--- src/rtl/ysyx_23060072_imem_arb_if.sv ---
// Bus bundle for the instruction-ROM arbiter: the IFU/BPU request and response
// channels plus the ROM read port.
// The requester side (IFU, BPU, ROM model) uses the master modport.
// The arbiter uses the slave modport.
interface ysyx_23060072_imem_arb_if #(
    parameter int AW = 32,
    parameter int DW = 32
);
    logic          flush_i;
    logic          fetch_req_i;
    logic [AW-1:0] fetch_addr_i;
    logic          fetch_gnt_o;
    logic          fetch_rvalid_o;
    logic [DW-1:0] fetch_rdata_o;
    logic          bpu_req_i;
    logic [AW-1:0] bpu_addr_i;
    logic          bpu_gnt_o;
    logic          bpu_rvalid_o;
    logic [DW-1:0] bpu_rdata_o;
    logic          mem_en_o;
    logic [AW-1:0] mem_addr_o;
    logic [DW-1:0] mem_rdata_i;

    modport master (
        output flush_i, fetch_req_i, fetch_addr_i, bpu_req_i, bpu_addr_i, mem_rdata_i,
        input  fetch_gnt_o, fetch_rvalid_o, fetch_rdata_o,
        input  bpu_gnt_o, bpu_rvalid_o, bpu_rdata_o, mem_en_o, mem_addr_o
    );

    modport slave (
        input  flush_i, fetch_req_i, fetch_addr_i, bpu_req_i, bpu_addr_i, mem_rdata_i,
        output fetch_gnt_o, fetch_rvalid_o, fetch_rdata_o,
        output bpu_gnt_o, bpu_rvalid_o, bpu_rdata_o, mem_en_o, mem_addr_o
    );
endinterface

--- src/rtl/ysyx_23060072_imem_arb.sv ---
// Instruction-ROM read-port arbiter between the IF-stage fetch and the BPU.
// Fetch wins ties unless the BPU has lost STARVE_MAX times in a row.
// The ROM answers one cycle after mem_en_o.
// A one-entry owner register routes that data back to the requester that was granted.
module ysyx_23060072_imem_arb #(
    parameter int AW         = 32,
    parameter int DW         = 32,
    parameter int STARVE_MAX = 4
) (
    input  logic                      clk,
    input  logic                      rst,
    ysyx_23060072_imem_arb_if.slave   bus
);
    typedef enum logic [1:0] {OWN_NONE, OWN_FETCH, OWN_BPU} owner_e;

    localparam logic [3:0] SMAX = 4'(STARVE_MAX);

    owner_e        owner_q, owner_d;
    logic [3:0]    starve_q, starve_d;
    logic [DW-1:0] frdata_q, frdata_d;
    logic [DW-1:0] brdata_q, brdata_d;
    logic          fetch_win, bpu_win;
    logic          fetch_hit, bpu_hit;

    // Owner, starvation and held-data registers.
    always_ff @(posedge clk) begin
        if (rst) begin
            owner_q  <= OWN_NONE;
            starve_q <= '0;
            frdata_q <= '0;
            brdata_q <= '0;
        end else begin
            owner_q  <= owner_d;
            starve_q <= starve_d;
            frdata_q <= frdata_d;
            brdata_q <= brdata_d;
        end
    end

    // Arbitration and next-state logic. No grants are issued while reset is held.
    always_comb begin
        fetch_win = 1'b0;
        bpu_win   = 1'b0;
        if (!rst) begin
            if (bus.fetch_req_i && bus.bpu_req_i) begin
                if (starve_q >= SMAX) bpu_win   = 1'b1;
                else                  fetch_win = 1'b1;
            end else if (bus.fetch_req_i) begin
                fetch_win = 1'b1;
            end else if (bus.bpu_req_i) begin
                bpu_win = 1'b1;
            end
        end

        owner_d = fetch_win ? OWN_FETCH : (bpu_win ? OWN_BPU : OWN_NONE);

        // Count only the cycles in which the BPU asks and loses. The count saturates at the limit.
        starve_d = '0;
        if (bus.bpu_req_i && fetch_win)
            starve_d = (starve_q >= SMAX) ? SMAX : starve_q + 4'd1;

        // A response consumed this cycle becomes the held value for later cycles.
        frdata_d = fetch_hit ? bus.mem_rdata_i : frdata_q;
        brdata_d = bpu_hit   ? bus.mem_rdata_i : brdata_q;
    end

    // Output decode. A response for a fetch granted in the previous cycle is dropped
    // while a flush is asserted, because that fetch is from the old path.
    always_comb begin
        fetch_hit = !rst && (owner_q == OWN_FETCH) && !bus.flush_i;
        bpu_hit   = !rst && (owner_q == OWN_BPU);

        bus.fetch_gnt_o    = fetch_win;
        bus.bpu_gnt_o      = bpu_win;
        bus.mem_en_o       = fetch_win | bpu_win;
        bus.mem_addr_o     = fetch_win ? bus.fetch_addr_i : (bpu_win ? bus.bpu_addr_i : '0);
        bus.fetch_rvalid_o = fetch_hit;
        bus.bpu_rvalid_o   = bpu_hit;
        bus.fetch_rdata_o  = fetch_hit ? bus.mem_rdata_i : frdata_q;
        bus.bpu_rdata_o    = bpu_hit   ? bus.mem_rdata_i : brdata_q;
    end
endmodule

--- src/flat_wrapper.sv ---
// flat-port wrapper written by rule: the top's interface ports become plain ports
module ysyx_23060072_imem_arb_flat 
#(
    parameter int AW         = 32,
    parameter int DW         = 32,
    parameter int STARVE_MAX = 4
)
  (clk, rst, bus_flush_i, bus_fetch_req_i, bus_fetch_addr_i, bus_bpu_req_i, bus_bpu_addr_i, bus_mem_rdata_i, bus_fetch_gnt_o, bus_fetch_rvalid_o, bus_fetch_rdata_o, bus_bpu_gnt_o, bus_bpu_rvalid_o, bus_bpu_rdata_o, bus_mem_en_o, bus_mem_addr_o);
  ysyx_23060072_imem_arb_if #(.AW(AW), .DW(DW)) bus_i ();
  input  logic clk;
  input  logic rst;
  input wire logic [$bits(bus_i.flush_i)-1:0] bus_flush_i;
  input wire logic [$bits(bus_i.fetch_req_i)-1:0] bus_fetch_req_i;
  input wire logic [$bits(bus_i.fetch_addr_i)-1:0] bus_fetch_addr_i;
  input wire logic [$bits(bus_i.bpu_req_i)-1:0] bus_bpu_req_i;
  input wire logic [$bits(bus_i.bpu_addr_i)-1:0] bus_bpu_addr_i;
  input wire logic [$bits(bus_i.mem_rdata_i)-1:0] bus_mem_rdata_i;
  output wire logic [$bits(bus_i.fetch_gnt_o)-1:0] bus_fetch_gnt_o;
  output wire logic [$bits(bus_i.fetch_rvalid_o)-1:0] bus_fetch_rvalid_o;
  output wire logic [$bits(bus_i.fetch_rdata_o)-1:0] bus_fetch_rdata_o;
  output wire logic [$bits(bus_i.bpu_gnt_o)-1:0] bus_bpu_gnt_o;
  output wire logic [$bits(bus_i.bpu_rvalid_o)-1:0] bus_bpu_rvalid_o;
  output wire logic [$bits(bus_i.bpu_rdata_o)-1:0] bus_bpu_rdata_o;
  output wire logic [$bits(bus_i.mem_en_o)-1:0] bus_mem_en_o;
  output wire logic [$bits(bus_i.mem_addr_o)-1:0] bus_mem_addr_o;
  assign bus_i.flush_i = bus_flush_i;
  assign bus_i.fetch_req_i = bus_fetch_req_i;
  assign bus_i.fetch_addr_i = bus_fetch_addr_i;
  assign bus_i.bpu_req_i = bus_bpu_req_i;
  assign bus_i.bpu_addr_i = bus_bpu_addr_i;
  assign bus_i.mem_rdata_i = bus_mem_rdata_i;
  assign bus_fetch_gnt_o = bus_i.fetch_gnt_o;
  assign bus_fetch_rvalid_o = bus_i.fetch_rvalid_o;
  assign bus_fetch_rdata_o = bus_i.fetch_rdata_o;
  assign bus_bpu_gnt_o = bus_i.bpu_gnt_o;
  assign bus_bpu_rvalid_o = bus_i.bpu_rvalid_o;
  assign bus_bpu_rdata_o = bus_i.bpu_rdata_o;
  assign bus_mem_en_o = bus_i.mem_en_o;
  assign bus_mem_addr_o = bus_i.mem_addr_o;
  ysyx_23060072_imem_arb #(.AW(AW), .DW(DW), .STARVE_MAX(STARVE_MAX)) u_core (.clk(clk), .rst(rst), .bus(bus_i));
endmodule
--- config.mk ---
export PLATFORM = sky130hd
export DESIGN_NAME = ysyx_23060072_imem_arb_flat
export DESIGN_NICKNAME = d
export VERILOG_FILES = /design/src/rtl/ysyx_23060072_imem_arb_if.sv /design/src/rtl/ysyx_23060072_imem_arb.sv /design/src/flat_wrapper.sv
export SDC_FILE = /design/constraint.sdc
export NUM_CORES = 1
export LEC_CHECK = 0
export ABC_AREA = 1
export BUFFER_PORTS_ARGS = -buffer_cell sky130_fd_sc_hd__buf_2
export CAP_MARGIN = 10
export CORE_ASPECT_RATIO = 0.7
export CORE_MARGIN = 5
export CORE_UTILIZATION = 46
export DETAILED_ROUTE_END_ITERATION = 6
export MAX_ROUTING_LAYER = met4
export PLACE_DENSITY_LB_ADDON = 0.12
export SYNTH_ARGS = -nofsm -noshare
export SYNTH_HDL_FRONTEND = slang
export SYNTH_SLANG_ARGS = --single-unit
export TNS_END_PERCENT = 1
--- constraint.sdc ---
create_clock -name clk -period 1.48 [get_ports clk]
set_input_delay 0.148 -clock clk [delete_from_list [all_inputs] [get_ports clk]]
set_output_delay 0.148 -clock clk [all_outputs]
set_load 0.005 [all_outputs]
==> results.md <==
* Synth cell count leaders: inv_1 (167), nand2_1 (163), nand3_1 (97), dfxtp_1 (70), nor2_1 (70)
* Setup ws final at -0.101 ns
* Crit path max fanout at 27
* CTS tree: done
* CP endpoint kind: output port
* Initial antenna violation count at 0
* Failing checks: setup timing
* Cell taking the most area after synthesis: dfxtp_1
* Vias in the first global route at 4357
* Clk buf depth at 2
* Endpoints failing hold at 0
* Die span in x at around 120 µm
* Global placement routability congestion at 0.883
* Area contributors post-synth: dfxtp_1 (36%), inv_1 (16%), nand2_1 (16%)
* Post-layout nets at 947
* Post-synth ARST share at 0
* Slew margin rel. at 0.569
* Total leakage power at 3.65 nW
* ANT cells at 0
* Peak Freq at roughly 0.63 GHz
* Worst min path class: in -> reg
* Crit-path cells: inv_2 > nor2_4 > nand2_2 > buf_12 > nand2_1 > nand2_2 > inv_1 > buf_2
* CTS HTree Levels at 3
* Routed Antenna Nets at 0
* Layout cells sized above 1 at 0.329
* Worst setup SP type: flop
* Drt drc at 0
* Endpoints failing setup at 72
* Main synth FF type: dfxtp_1
* # rows at 28
* Yosys top cell area share at 0.361
* Total GRT Usage at 0.236
* Gr ovfl total at 0
* Syn Area/Cell at 5.93 µm²
* Multi-input gate area at 1740 µm²
* Count of cell types in the netlist at 19
* Worst vdd ir at 0.670 mV
* Synthesized Nets at approximately 760
* Status: finished with violations
* Worst Skew at 0.00325 ns
* Storage element area at 1410 µm²
* Crit Path Category: reg -> out
* Wirelength per Cell at ~13 µm
* Slew Limit Fails at 0
* First-pass DRT Iterations at 5
* Hold-fix buffers at CTS at 0
* RSZ-0062 raised after global routing: yes
* Core ar. at about 8300 µm²
* Vias at 4524
* Initial drt markers at 277
* Clock Latency Late Sink at around 0.32 ns
* Cells after synthesis at 654
* Clock root cell: clkbuf_16
* Starting Density at 0.465
* Layout Cells excl Fill at 955
* Final TNS setup at -4.31 ns
* DIE AREA at between 10000 and 15000 µm²
* Most used cell, CP: nand2_2
* Fillers at 799
* Crit path DAT at approximately 1.4 ns
* Area grow syn2layout at 42.4%
* Port Buffers at between 200 and 250
* Cell total after placement at 938
* Ports at 202
* CP peak stage delay at 0.35 ns
* MaxCap Viol Count at 0
* Sequential share of the synthesized area at 0.361
* Slowest CP cell: dfxtp_2
* Clk slew on worst S/H paths at 0.05 ns
* First-pass GRT wire length at 19500 µm
* Dpl hpwl at approximately 9000 µm
* Die Span Y at 86.8 µm
* YS warnings at 0
* Post-synth design cell area at slightly below 4000 µm²
* Sink Count at 70
* Routed wire length at 12200 µm
* Final worst path period share at 1.07
* WP data required at 1.33 ns
* Actual slew at the worst max-slew pin at 0.647 ns
* Final Critical Period at 1.58 ns
* Largest net degree at the start of global routing at 60
* Total clock buffers created by CTS at 9
* EDFF count, synth at 0
* Register bit total from synthesis at 70
* Worst slack at placement at 0.201 ns
* Avg Vias per Cell at ~4.7
* Top-count cell post-synth: inv_1
* Pwr dens at approximately 970 nW/µm²
[power breakdown]
group	switching (W)	internal, W
clock network	0.000731	0.00170
logic	0.000542	0.000402
registers	0.0000219	0.00196
[final timing paths]
kind	start	end	slack (ns)	depth (start not counted)
worst max-delay path	u_core.owner_q[0]$_SDFF_PP0_	bus_fetch_rdata_o[20]	-0.10	8
worst min-delay path	bus_fetch_req_i	u_core.owner_q[0]$_SDFF_PP0_	0.11	3
worst max register to register	u_core.owner_q[0]$_SDFF_PP0_	u_core.frdata_q[29]$_SDFF_PP0_	0.37	6
worst min register to register	u_core.starve_q[0]$_SDFF_PP0_	u_core.starve_q[0]$_SDFF_PP0_	0.43	1
[repair_timing]
action                     in CTS  in global routing
pin swaps                       2                  1
gates resized for setup        16                 23
setup buffers                   1                  0
setup endpoints to repair      99                100
[flip-flops by register name (all words and copies together) (netlist names)]
name	flops
u_core.brdata_q	32
u_core.frdata_q	32
u_core.owner_q	2
u_core.starve_q	4
[metal layers]
layer,share of wire,vias up,global-route usage
li1,-,2315,-
met1,0.45,2043,0.298
met2,0.47,151,0.382
met3,0.065,15,0.0587
met4,0.013,0,0.0603
met5,0,-,-
[kinds of logic (layout without fill, tap and decap cells)]
group           after synthesis  after routing  synth area share
compound gates                2              2           0.00258
fa+ha+maj                     1              1           0.00323
buf+inv                     211            407             0.217
flops                        70             70             0.361
other cells                   1              1          0.000967
simple gates                369            369             0.415
[cell type report]
cell class / count / area share
multi-input combinational: 373 / 0.315
tap: 105 / 0.0238
sequential: 70 / 0.255
inverter: 168 / 0.114
clock inverter: 2 / 0.0109
timing repair buffer: 223 / 0.228
clock buffer: 14 / 0.0532
[worst max-delay path, delay by kind of cell (launching register included)]
| kind | cells | cell delay [ns] |
|---|---|---|
| simple gates | 4 | 0.37 |
| flops | 1 | 0.35 |
| buf+inv | 4 | 0.38 |
[placed cells by master, fill, tap and decap left out, types with 5 or more instances in the layout]
cell	instances
nand2_1	145
buf_2	201
nand4_1	32
clkbuf_16	9
dfxtp_1	66
nor2_1	68
buf_4	12
buf_12	6
nand2_2	18
clkbuf_8	5
inv_1	164
nand3_1	89
nand3_2	9
[stage by stage]
| step | power (W) | cell area [µm²] | utilization | hold slack [ns] |
|---|---|---|---|---|
| floorplan | 0.00249 | 3880 | - | 0.293 |
| global placement | 0.00291 | 5040 | 0.605 | 0.416 |
| detailed placement | 0.00293 | 5040 | 0.605 | 0.418 |
| CTS | 0.00540 | 5450 | 0.654 | 0.101 |
| global route | 0.00562 | 5520 | 0.662 | 0.115 |
| finish | 0.00536 | 5520 | 0.662 | 0.114 |
(Power assumes the default switching activity.)
